$ cat src/rtl/if_fetch_unit_pkg.sv
// if_fetch_unit_pkg: shared NPC/opcode codes, bubble encoding and fetch FSM states
package if_fetch_unit_pkg;
  localparam logic [2:0] NPC_PLUS4 = 3'd0;
  localparam logic [2:0] NPC_BRANCH = 3'd1;
  localparam logic [2:0] NPC_JUMP = 3'd2;
  localparam logic [2:0] NPC_JALR = 3'd3;
  localparam logic [6:0] OPCODE_LOAD = 7'h03;
  localparam logic [6:0] OPCODE_OP_IMM = 7'h13;
  localparam logic [6:0] OPCODE_AUIPC = 7'h17;
  localparam logic [6:0] OPCODE_STORE = 7'h23;
  localparam logic [6:0] OPCODE_OP = 7'h33;
  localparam logic [6:0] OPCODE_LUI = 7'h37;
  localparam logic [6:0] OPCODE_BRANCH = 7'h63;
  localparam logic [6:0] OPCODE_JALR = 7'h67;
  localparam logic [6:0] OPCODE_JAL = 7'h6f;
  localparam logic [31:0] NOP_INSTR = 32'h0000_0013;
  typedef enum logic [1:0] {FETCH_S_BOOT, FETCH_S_REQ, FETCH_S_WAIT, FETCH_S_HOLD} fetch_state_e;
  function automatic logic [31:0] npc_target(input logic [2:0] op, input logic [31:0] base,
                                             input logic [31:0] imm, input logic [31:0] alu);
    return op == NPC_JALR ? alu & ~32'h1 : base + imm;
  endfunction
endpackage

$ cat src/rtl/if_fetch_unit_if_id_reg.sv
// if_id_reg: IF/ID pipeline register, priority rst > flush > stall > load > bubble
module if_id_reg #(
  parameter logic [31:0] NOP_INSTR = 32'h0000_0013
) (
  input  logic        clk,
  input  logic        rst,
  input  logic        flush,
  input  logic        stall,
  input  logic        load,
  input  logic [31:0] pc_in,
  input  logic [31:0] instr_in,
  output logic [31:0] pc,
  output logic [31:0] instr,
  output logic        valid
);
  always_ff @(posedge clk) begin
    if (rst) begin
      pc <= 32'h0;
      instr <= NOP_INSTR;
      valid <= 1'b0;
    end else if (flush || (!stall && !load)) begin
      instr <= NOP_INSTR;
      valid <= 1'b0;
    end else if (!stall) begin
      pc <= pc_in;
      instr <= instr_in;
      valid <= 1'b1;
    end
  end
endmodule

$ cat src/rtl/if_fetch_unit.sv
// if_fetch_unit: PC, single-outstanding imem fetch FSM, kill flag and stall hold buffer
// Optional IF_MISALIGN_CHECK_EN adds misalign_ID for half-word BRANCH/JUMP targets.
module if_fetch_unit
  import if_fetch_unit_pkg::*;
#(
  parameter logic [31:0] RESET_PC = 32'h0000_0000,
  parameter logic [31:0] NOP_INSTR = if_fetch_unit_pkg::NOP_INSTR
) (
  input  logic        clk,
  input  logic        rst,
  input  logic        stall_IF,
  input  logic        flush_IF,
  input  logic [2:0]  NPCOp_in,
  input  logic [31:0] NPCImm_in,
  input  logic [31:0] base_PC_in,
  input  logic [31:0] alu_result_EX,
  output logic        imem_req,
  output logic [31:0] imem_addr,
  input  logic        imem_gnt,
  input  logic        imem_rvalid,
  input  logic [31:0] imem_rdata,
  output logic [31:0] PC_ID,
  output logic [31:0] instr_ID,
  output logic        valid_ID
`ifdef IF_MISALIGN_CHECK_EN
  ,
  output logic        misalign_ID
`endif
);
  fetch_state_e state_q, state_d;
  logic [31:0] pc_q, pc_d, fetch_pc_q, hold_pc_q, hold_instr_q, target_raw, target;
  logic kill_q, kill_d, redirect, kill_evt, rsp, consume, to_hold, fire, load;
  assign redirect = NPCOp_in != NPC_PLUS4;
  assign kill_evt = redirect || flush_IF;
  assign target_raw = npc_target(NPCOp_in, base_PC_in, NPCImm_in, alu_result_EX);
  assign target = target_raw & ~32'h3;
  assign rsp = state_q == FETCH_S_WAIT && imem_rvalid;
  // a response is consumed unless it must be parked because IF/ID is stalled
  assign consume = rsp && (kill_q || kill_evt || !stall_IF);
  assign to_hold = rsp && !consume;
  assign imem_req = state_q == FETCH_S_REQ || (consume && !kill_evt);
  assign imem_addr = {pc_q[31:2], 2'b00};
  assign fire = imem_req && imem_gnt;
  assign load = !redirect && !stall_IF && ((rsp && !kill_q) || state_q == FETCH_S_HOLD);
  assign pc_d = redirect ? target : fire ? imem_addr + 32'd4 : pc_q;
  always_comb begin
    state_d = state_q;
    kill_d = kill_q;
    case (state_q)
      FETCH_S_BOOT: state_d = FETCH_S_REQ;
      FETCH_S_REQ: begin
        state_d = fire ? FETCH_S_WAIT : FETCH_S_REQ;
        kill_d = fire && kill_evt;
      end
      FETCH_S_WAIT: begin
        state_d = to_hold ? FETCH_S_HOLD : (consume && !fire) ? FETCH_S_REQ : FETCH_S_WAIT;
        kill_d = rsp ? 1'b0 : kill_q || kill_evt;
      end
      FETCH_S_HOLD: state_d = (kill_evt || !stall_IF) ? FETCH_S_REQ : FETCH_S_HOLD;
      default: state_d = FETCH_S_BOOT;
    endcase
  end
  always_ff @(posedge clk) begin
    if (rst) begin
      state_q <= FETCH_S_BOOT;
      pc_q <= RESET_PC;
      kill_q <= 1'b0;
    end else begin
      state_q <= state_d;
      pc_q <= pc_d;
      kill_q <= kill_d;
    end
  end
  always_ff @(posedge clk) begin
    if (fire) fetch_pc_q <= imem_addr;
    if (to_hold) begin
      hold_pc_q <= fetch_pc_q;
      hold_instr_q <= imem_rdata;
    end
  end
  if_id_reg #(.NOP_INSTR(NOP_INSTR)) u_if_id (
    .clk(clk),
    .rst(rst),
    .flush(flush_IF),
    .stall(stall_IF),
    .load(load),
    .pc_in(state_q == FETCH_S_HOLD ? hold_pc_q : fetch_pc_q),
    .instr_in(state_q == FETCH_S_HOLD ? hold_instr_q : imem_rdata),
    .pc(PC_ID),
    .instr(instr_ID),
    .valid(valid_ID)
  );
`ifdef IF_MISALIGN_CHECK_EN
  logic pc_mis_q, fetch_mis_q, hold_mis_q;
  always_ff @(posedge clk) begin
    if (rst) begin
      pc_mis_q <= 1'b0;
      misalign_ID <= 1'b0;
    end else begin
      pc_mis_q <= redirect ? NPCOp_in != NPC_JALR && target_raw[1] : !fire && pc_mis_q;
      if (flush_IF) misalign_ID <= 1'b0;
      else if (load) misalign_ID <= state_q == FETCH_S_HOLD ? hold_mis_q : fetch_mis_q;
    end
    if (fire) fetch_mis_q <= pc_mis_q;
    if (to_hold) hold_mis_q <= fetch_mis_q;
  end
`endif
endmodule

$ cat config.mk
export PLATFORM = sky130hd
export DESIGN_NAME = if_fetch_unit
export DESIGN_NICKNAME = d
export VERILOG_FILES = /design/src/rtl/if_fetch_unit_pkg.sv /design/src/rtl/if_fetch_unit_if_id_reg.sv /design/src/rtl/if_fetch_unit.sv
export SDC_FILE = /design/constraint.sdc
export NUM_CORES = 1
export LEC_CHECK = 0
export CAP_MARGIN = 0
export CORE_ASPECT_RATIO = 1.5
export CORE_MARGIN = 2
export CORE_UTILIZATION = 30
export CTS_CLUSTER_SIZE = 25
export DETAILED_ROUTE_END_ITERATION = 8
export PLACE_DENSITY = 0.55
export SKIP_CTS_REPAIR_TIMING = 1
export SYNTH_ARGS = -nofsm -noshare
export SYNTH_HDL_FRONTEND = slang
export SYNTH_SLANG_ARGS = --single-unit
export TNS_END_PERCENT = 5
$ cat constraint.sdc
create_clock -name clk -period 12.9 [get_ports clk]
set_clock_uncertainty 0.05 [all_clocks]
set_input_delay 3.87 -clock clk [delete_from_list [all_inputs] [get_ports clk]]
set_output_delay 3.87 -clock clk [all_outputs]
set_load 0.05 [all_outputs]
==> summary.md <==
| Metric | Value |
|---|---|
| Design Area, Final | 12600 um^2 |
| Syn Area/Cell | 10.2 um^2 |
| Synth warn | 0 |
| P&R area growth vs syn | 35.3% |
| Worst hold-check path type | reg -> reg |
| Primary FF master, synth | dfxtp_1 |
| Iter 0 DRT Violations | 355 |
| Part of the power in combinational logic | 0.198 |
| Layout Nets | 1294 |
| Largest net degree at the start of global routing | 68 |
| H-tree levels | 4 |
| Path depth of the worst reg2reg path | 11 |
| Drt drc | 0 |
| Initial antenna violation count | 0 |
| TritonCTS buffer count | 17 |
| Fill cell count | 3087 |
| Least-Margin Pin Slew | 1.11 ns |
| VDD IR-drop max | 0.0843 mV |
| R2r endpoint | pc_q[18]$_SDFFE_PP0P_ |
| CTS tree | yes |
| Leak | 4.35 nW |
| CP startpoint kind | input port |
| GRT Util Overall | 0.153 |
| Clock share of power | 0.357 |
| Worst Path Arrival | 5.99 ns |
| Routability cong. | 0.880 |
| Mapped Cells | 916 |
| Final setup TNS | 0 ns |
| Clock Latency Late Sink | 0.43 ns |
| Post-route ant nets | 0 |
| WP data required | 8.98 ns |
| Number of synthesized register bits | 188 |
| Post-synth EDFFs | 92 |
| Clock root buffer | clkbuf_16 |
| Die Span X | 148 um |
| Vias in the first global route | 7329 |
| Register area share after synthesis | 0.503 |
| Flop pwr share | 0.445 |
| Pint | 1.09 mW |
| Unique masters post-synth | 65 |
| Dpl cell area | 12000 um^2 |
| Worst setup endpoint | imem_req |
| Post-Syn Area | 9310 um^2 |
| Worst Path Max Fanout | 4 |
| CP startpoint | NPCOp_in[0] |
| Die ar. | 32500 um^2 |
| Vias | 7535 |
| Total grt overflow | 0 |
| Wire per inst | 16.3 um |
| DR pass1 iterations | 4 |
| Setup CP Type | in -> out |
| Via density | 4.89 |
| Multi-input gate area | 4400 um^2 |
| Proportion of layout cells with a drive suffix above 1 | 0.0599 |
| CORE AREA | 30800 um^2 |
| FF-to-FF Start | state_q[0]$_SDFF_PP0_ |
| I/O pins | 235 |
| FFs w/ async S/R, synth | 0 |
| Final setup fails | 0 |
| Max-cap viol count | 0 |
| Register area | 4680 um^2 |
| Post-DP HPWL | 18700 um |
| Clock Path Buffers | 2 |
| Reg2Reg Setup Slack | 9.89 ns |
| Fmax | 101 MHz |
| Slew Limit Headroom | 0.262 |
| Final Hold Fails | 0 |
| Die H | 220 um |
| Core Rows | 79 |
| Outcome | complete, no violations |
| Wirelength, routed | 25000 um |
| Final Slew Violations | 0 |
| RSZ-0062 raised after global routing | no |
| Port Buf Inserts | 228 |
| P_sw | 0.430 mW |
| Ant diodes | 0 |
| Worst Setup End Kind | primary output |
| Starting density of the core | 0.302 |
| Sink Count | 188 |
| Global-route wire length before repair | 39100 um |
| Final worst path period share | 0.769 |
| Cell Pwr Density | 121 nW/um^2 |
| CTS clock-pin slew for the worst setup and hold paths | 0.06 ns |
| Fin crit period | 9.91 ns |
| Switching Fraction | 0.282 |
[cells in the mapped netlist, types with 2 or more instances]
cell,number,share of area
and4_1,3,0.0028
a211oi_1,48,0.039
a2bb2oi_1,3,0.0028
nor3_1,11,0.0059
nor4_4,2,0.0046
and3_1,11,0.0074
buf_4,4,0.0032
nor2_1,150,0.060
nor3b_1,2,0.0016
nand2b_1,5,0.0034
inv_1,11,0.0044
edfxtp_1,92,0.30
o21bai_1,4,0.0032
nand4_1,18,0.012
nor4_1,2,0.0013
buf_1,4,0.0016
xor2_1,20,0.019
nor2b_1,3,0.0020
a21o_1,17,0.014
mux2_2,4,0.0048
a221oi_1,7,0.0066
a22oi_1,2,0.0016
o21ai_1,2,0.0011
a31oi_1,6,0.0040
o22ai_1,3,0.0020
a311oi_1,4,0.0038
dfxtp_1,96,0.21
nand3_1,15,0.0081
clkbuf_1,43,0.017
a41o_1,3,0.0032
and2_1,3,0.0020
mux2i_1,65,0.070
o21ai_0,22,0.012
a2111oi_2,2,0.0032
ha_1,35,0.047
buf_2,4,0.0022
nand2_1,51,0.021
a31o_2,2,0.0019
a21oi_1,76,0.041
xnor2_1,32,0.030
a2111oi_0,5,0.0047
[kinds of logic after synthesis]
group | count (synthesis) | share of synthesized area
xor gates and xnor gates | 52 | 0.0489
adders and majority gates | 35 | 0.0470
buffers and inverters | 67 | 0.0292
other | 1 | 0.000403
AOI/OAI and AO/OA | 222 | 0.159
DFF | 188 | 0.503
and+or+nand+nor | 282 | 0.137
muxes | 69 | 0.0747
[metal layers]
metal	track usage	vias up	routed length (um)	part of all wire
met5	0	-	0	0
met4	0.0813	0	984	0.039
met3	0.0317	48	1210	0.048
met2	0.280	223	12800	0.51
met1	0.166	3478	10100	0.40
li1	-	3786	-	-
[worst min path at each step]
| stage | from | slack (ns) | cells after the start | end |
|---|---|---|---|---|
| finish | u_if_id.valid$_SDFFE_PP0N_ | 0.40 | 2 | u_if_id.valid$_SDFFE_PP0N_ |
| CTS | fetch_pc_q[30]$_DFFE_PP_ | 0.40 | 0 | hold_pc_q[30]$_DFFE_PN_ |
| detailed placement | fetch_pc_q[30]$_DFFE_PP_ | 0.39 | 0 | hold_pc_q[30]$_DFFE_PN_ |
| global route | fetch_pc_q[27]$_DFFE_PP_ | 0.41 | 0 | hold_pc_q[27]$_DFFE_PN_ |
| global placement | fetch_pc_q[10]$_DFFE_PP_ | 0.39 | 0 | hold_pc_q[10]$_DFFE_PN_ |
| floorplan | fetch_pc_q[10]$_DFFE_PP_ | 0.38 | 0 | hold_pc_q[10]$_DFFE_PN_ |
[layout by cell type (no fill, tap or decap), types with 3 or more instances in the layout]
cell type	instances
a2111oi_0	5
a211oi_1	48
a21o_1	17
a21oi_1	76
a221oi_1	7
a2bb2oi_1	3
a311oi_1	4
a31oi_1	6
a41o_1	3
and2_1	3
and3_1	11
and4_1	3
buf_4	11
bufinv_16	3
clkbuf_16	17
clkdlybuf4s50_1	226
conb_1	4
dfxtp_1	96
edfxtp_1	92
ha_1	34
inv_1	11
inv_6	3
mux2_2	4
mux2i_1	65
nand2_1	51
nand2b_1	5
nand3_1	15
nand4_1	18
nor2_1	149
nor2b_1	3
nor3_1	9
nor3_2	3
o21ai_0	22
o21bai_1	4
o22ai_1	3
xnor2_1	32
xor2_1	20
[stage by stage]
stage | setup slack, ns | util | std cells | hold slack [ns] | total power [mW]
2_1_floorplan | 3.64 | - | 919 | 0.376 | 0.874
3_3_place_gp | 3.00 | 0.389 | 1508 | 0.387 | 0.991
3_5_place_dp | 2.99 | 0.389 | 1508 | 0.391 | 0.993
4_1_cts | 2.98 | 0.408 | 1540 | 0.404 | 1.54
5_1_grt | 2.92 | 0.408 | 1540 | 0.414 | 1.59
6_report | 2.99 | 0.408 | 1540 | 0.402 | 1.52
[power groups by stage]
stage / registers [mW] / clock network (mW) / logic (mW)
2_1_floorplan: 0.735 / 0 / 0.139
3_3_place_gp: 0.691 / 0 / 0.300
3_5_place_dp: 0.692 / 0 / 0.301
4_1_cts: 0.678 / 0.563 / 0.303
5_1_grt: 0.682 / 0.583 / 0.326
6_report: 0.678 / 0.544 / 0.301
[critical path, cell delays in order]
cell             delay [ns]
clkdlybuf4s50_1        0.50
nor4_4                 0.49
a41o_1                 0.28
clkdlybuf4s50_1        0.85
[cell type report]
| type | instances | area share |
|---|---|---|
| flip-flops and latches | 188 | 0.372 |
| multi-input cells | 664 | 0.349 |
| repair buffers | 239 | 0.187 |
| well taps | 405 | 0.0402 |
| clock buffers | 19 | 0.0352 |
| clock inverters | 13 | 0.0130 |
| inverters | 12 | 0.00358 |
[state kept, by name (all words and copies together), names as in the netlist]
name / flops
hold_pc_q: 30
u_if_id.instr: 32
fetch_pc_q: 30
u_if_id.pc: 30
state_q: 2
pc_q: 30
hold_instr_q: 32
kill_q: 1
u_if_id.valid: 1
Note: power is estimated with default switching activity, not from simulation.
==> RTL edit, RTL diff (same settings) <==
Add a define of `IF_MISALIGN_CHECK_EN`.
--- a/src/rtl/if_fetch_unit.sv
+++ b/src/rtl/if_fetch_unit.sv
@@ -1,5 +1,7 @@
 // if_fetch_unit: PC, single-outstanding imem fetch FSM, kill flag and stall hold buffer
 // Optional IF_MISALIGN_CHECK_EN adds misalign_ID for half-word BRANCH/JUMP targets.
+`define IF_MISALIGN_CHECK_EN
+
 module if_fetch_unit
   import if_fetch_unit_pkg::*;
 #(
Check against the original RTL (old outputs only; new: misalign_ID): equivalent (equiv_simple and equiv_induct, registers matched by name and starting in step).
==> RTL edit against the unedited design <==
  * Final area up 1.4%
  * Via count shrank 1.0%
  * Total power up 2.7%
  * Synthesized area is 1.4% higher
  * Sequential cell count up 4
  * Die area up 1.3%
  * Worst setup slack lost 0.18 ns
  * Wire length grew 2.0%
  * Maximum frequency is 1.8% lower
  * Clock power up 5.7%
==> RTL edit: results (changes against the unedited design) <==
vias in the first global route 7376 (+0.64%); GRT Total Usage 15.59% (+0.26 points); Reg-to-Reg End pc_q[28]; sw frac 27.39% (-0.84 points); reg2reg start pc_q[7]; Final #Nets 1305 (+0.85%); FF-to-FF path depth 10 (-1); post-synthesis sequential area ratio 50.72% (+0.39 points); root buffer cell clkbuf_16; Worst setup startpoint NPCOp_in[0]; Max VDD drop 0.00008282 V (-1.8%); largest cells by area after synthesis edfxtp_1 30%, dfxtp_1 21%, mux2i_1 6.9%; Largest regs hold_instr_q: 32 flops, u_if_id.instr: 32 flops; placed insts 1518 (+0.66%); top cells by count, synth 141 x nor2_1, 98 x dfxtp_1, 94 x edfxtp_1; layout cells sized above 1 5.764% (-0.23 points); Via-to-Cell Ratio 4.813 (-1.6%); status complete, no violations; max_slew headroom 39.16% (+13 points); Post-synth EDFFs 94 (+2.2%); cells after synthesis 921 (+0.55%); worst-path fanout max 18 (+14); Worst Path Arrival 6.17 ns (+0.18 ns); Pre-antenna DRT Iters 4 (unchanged); initial DRC count 373 (+5.1%); Longest Clk Path Bufs 2 (unchanged); pin count of the biggest net entering global routing 68 (unchanged); Yosys cell types 67 (+3.1%); Port Buf Inserts 229 (+0.44%); Most used DFF post-synth dfxtp_1; first-pass GRT wire length 40.37 mm (+3.2%); ys async rst share 0% (unchanged); Final GP Congestion 0.8497 (-3.4%); dpl hpwl 19.19 mm (+2.3%); total CTS buffers 17 (unchanged); Vias 7460 (-1.0%); setup slack, reg-to-reg 10.23 ns (+0.34 ns); htree depth 4 (unchanged); WL final 25.54 mm (+2.0%); clk_lat worst skew 0.44 ns; leak pwr 4.411 nW (+1.5%); filler cell count 3103 (+0.52%); Worst path slowest cell clkdlybuf4s50_1; worst setup margin 2.808 ns (-0.1779 ns)
-- RTL edit: worst max-delay path: cells and delay by family --
family	cells	cell delay (ns)
AND/OR/NAND/NOR	2	0.51
buffers and inverters	3	1.53
AO/OA/AOI/OAI	1	0.26
-- RTL edit: per-layer routing --
layer / up-vias / part of all wire (%) / track usage [%]
met5: - / 0 / 0
met4: 0 / 1.7 / 4.700
met3: 29 / 5.3 / 3.588
met2: 209 / 51 / 28.09
met1: 3435 / 42 / 18.23
li1: 3787 / - / -
-- RTL edit: kinds of logic (layout without fill, tap and decap cells) --
logic type / Yosys count / count (layout) / synth area share (%)
mux: 65 / 65 / 6.897
other cells: 1 / 4 / 0.03975
compound gates: 229 / 229 / 16.27
xor+xnor: 49 / 49 / 4.549
fa+ha+maj: 36 / 36 / 4.854
flops: 192 / 192 / 50.72
simple gates: 284 / 284 / 13.74
buf+inv: 65 / 286 / 2.931
-- RTL edit: layout make-up --
cell class | instances | area share [%]
tap | 405 | 3.968
sequential | 192 | 37.47
clock buffer | 20 | 3.665
timing repair buffer | 239 | 18.46
multi-input combinational | 667 | 34.59
inverter | 15 | 0.4801
clock inverter | 12 | 1.372
-- RTL edit: power groups by stage --
stage / combinational [mW] / sequential, mW / clock, mW
after floorplan: 0.138 / 0.747 / 0
after global placement: 0.298 / 0.704 / 0
after detailed placement: 0.299 / 0.705 / 0
after CTS: 0.300 / 0.691 / 0.596
after global routing: 0.322 / 0.694 / 0.615
final: 0.297 / 0.690 / 0.575
-- RTL edit: metrics by stage --
stage	power (mW)	utilization, %	hold WS [ns]	area [um^2]
global route	1.631	41.14	0.3972	12770
floorplan	0.8847	-	0.3580	9445
global placement	1.002	39.07	0.3735	12130
finish	1.563	41.14	0.3934	12770
CTS	1.587	41.14	0.3924	12770
detailed placement	1.004	39.07	0.3759	12130
-- RTL edit: worst min-delay path by stage --
stage	start	end	slack (ns)	cells after the start
final	pc_mis_q	fetch_mis_q	0.39	0
after detailed placement	pc_mis_q	fetch_mis_q	0.38	0
after global placement	pc_mis_q	fetch_mis_q	0.37	0
after CTS	pc_mis_q	fetch_mis_q	0.39	0
after floorplan	pc_mis_q	fetch_mis_q	0.36	0
after global routing	pc_mis_q	fetch_mis_q	0.40	0
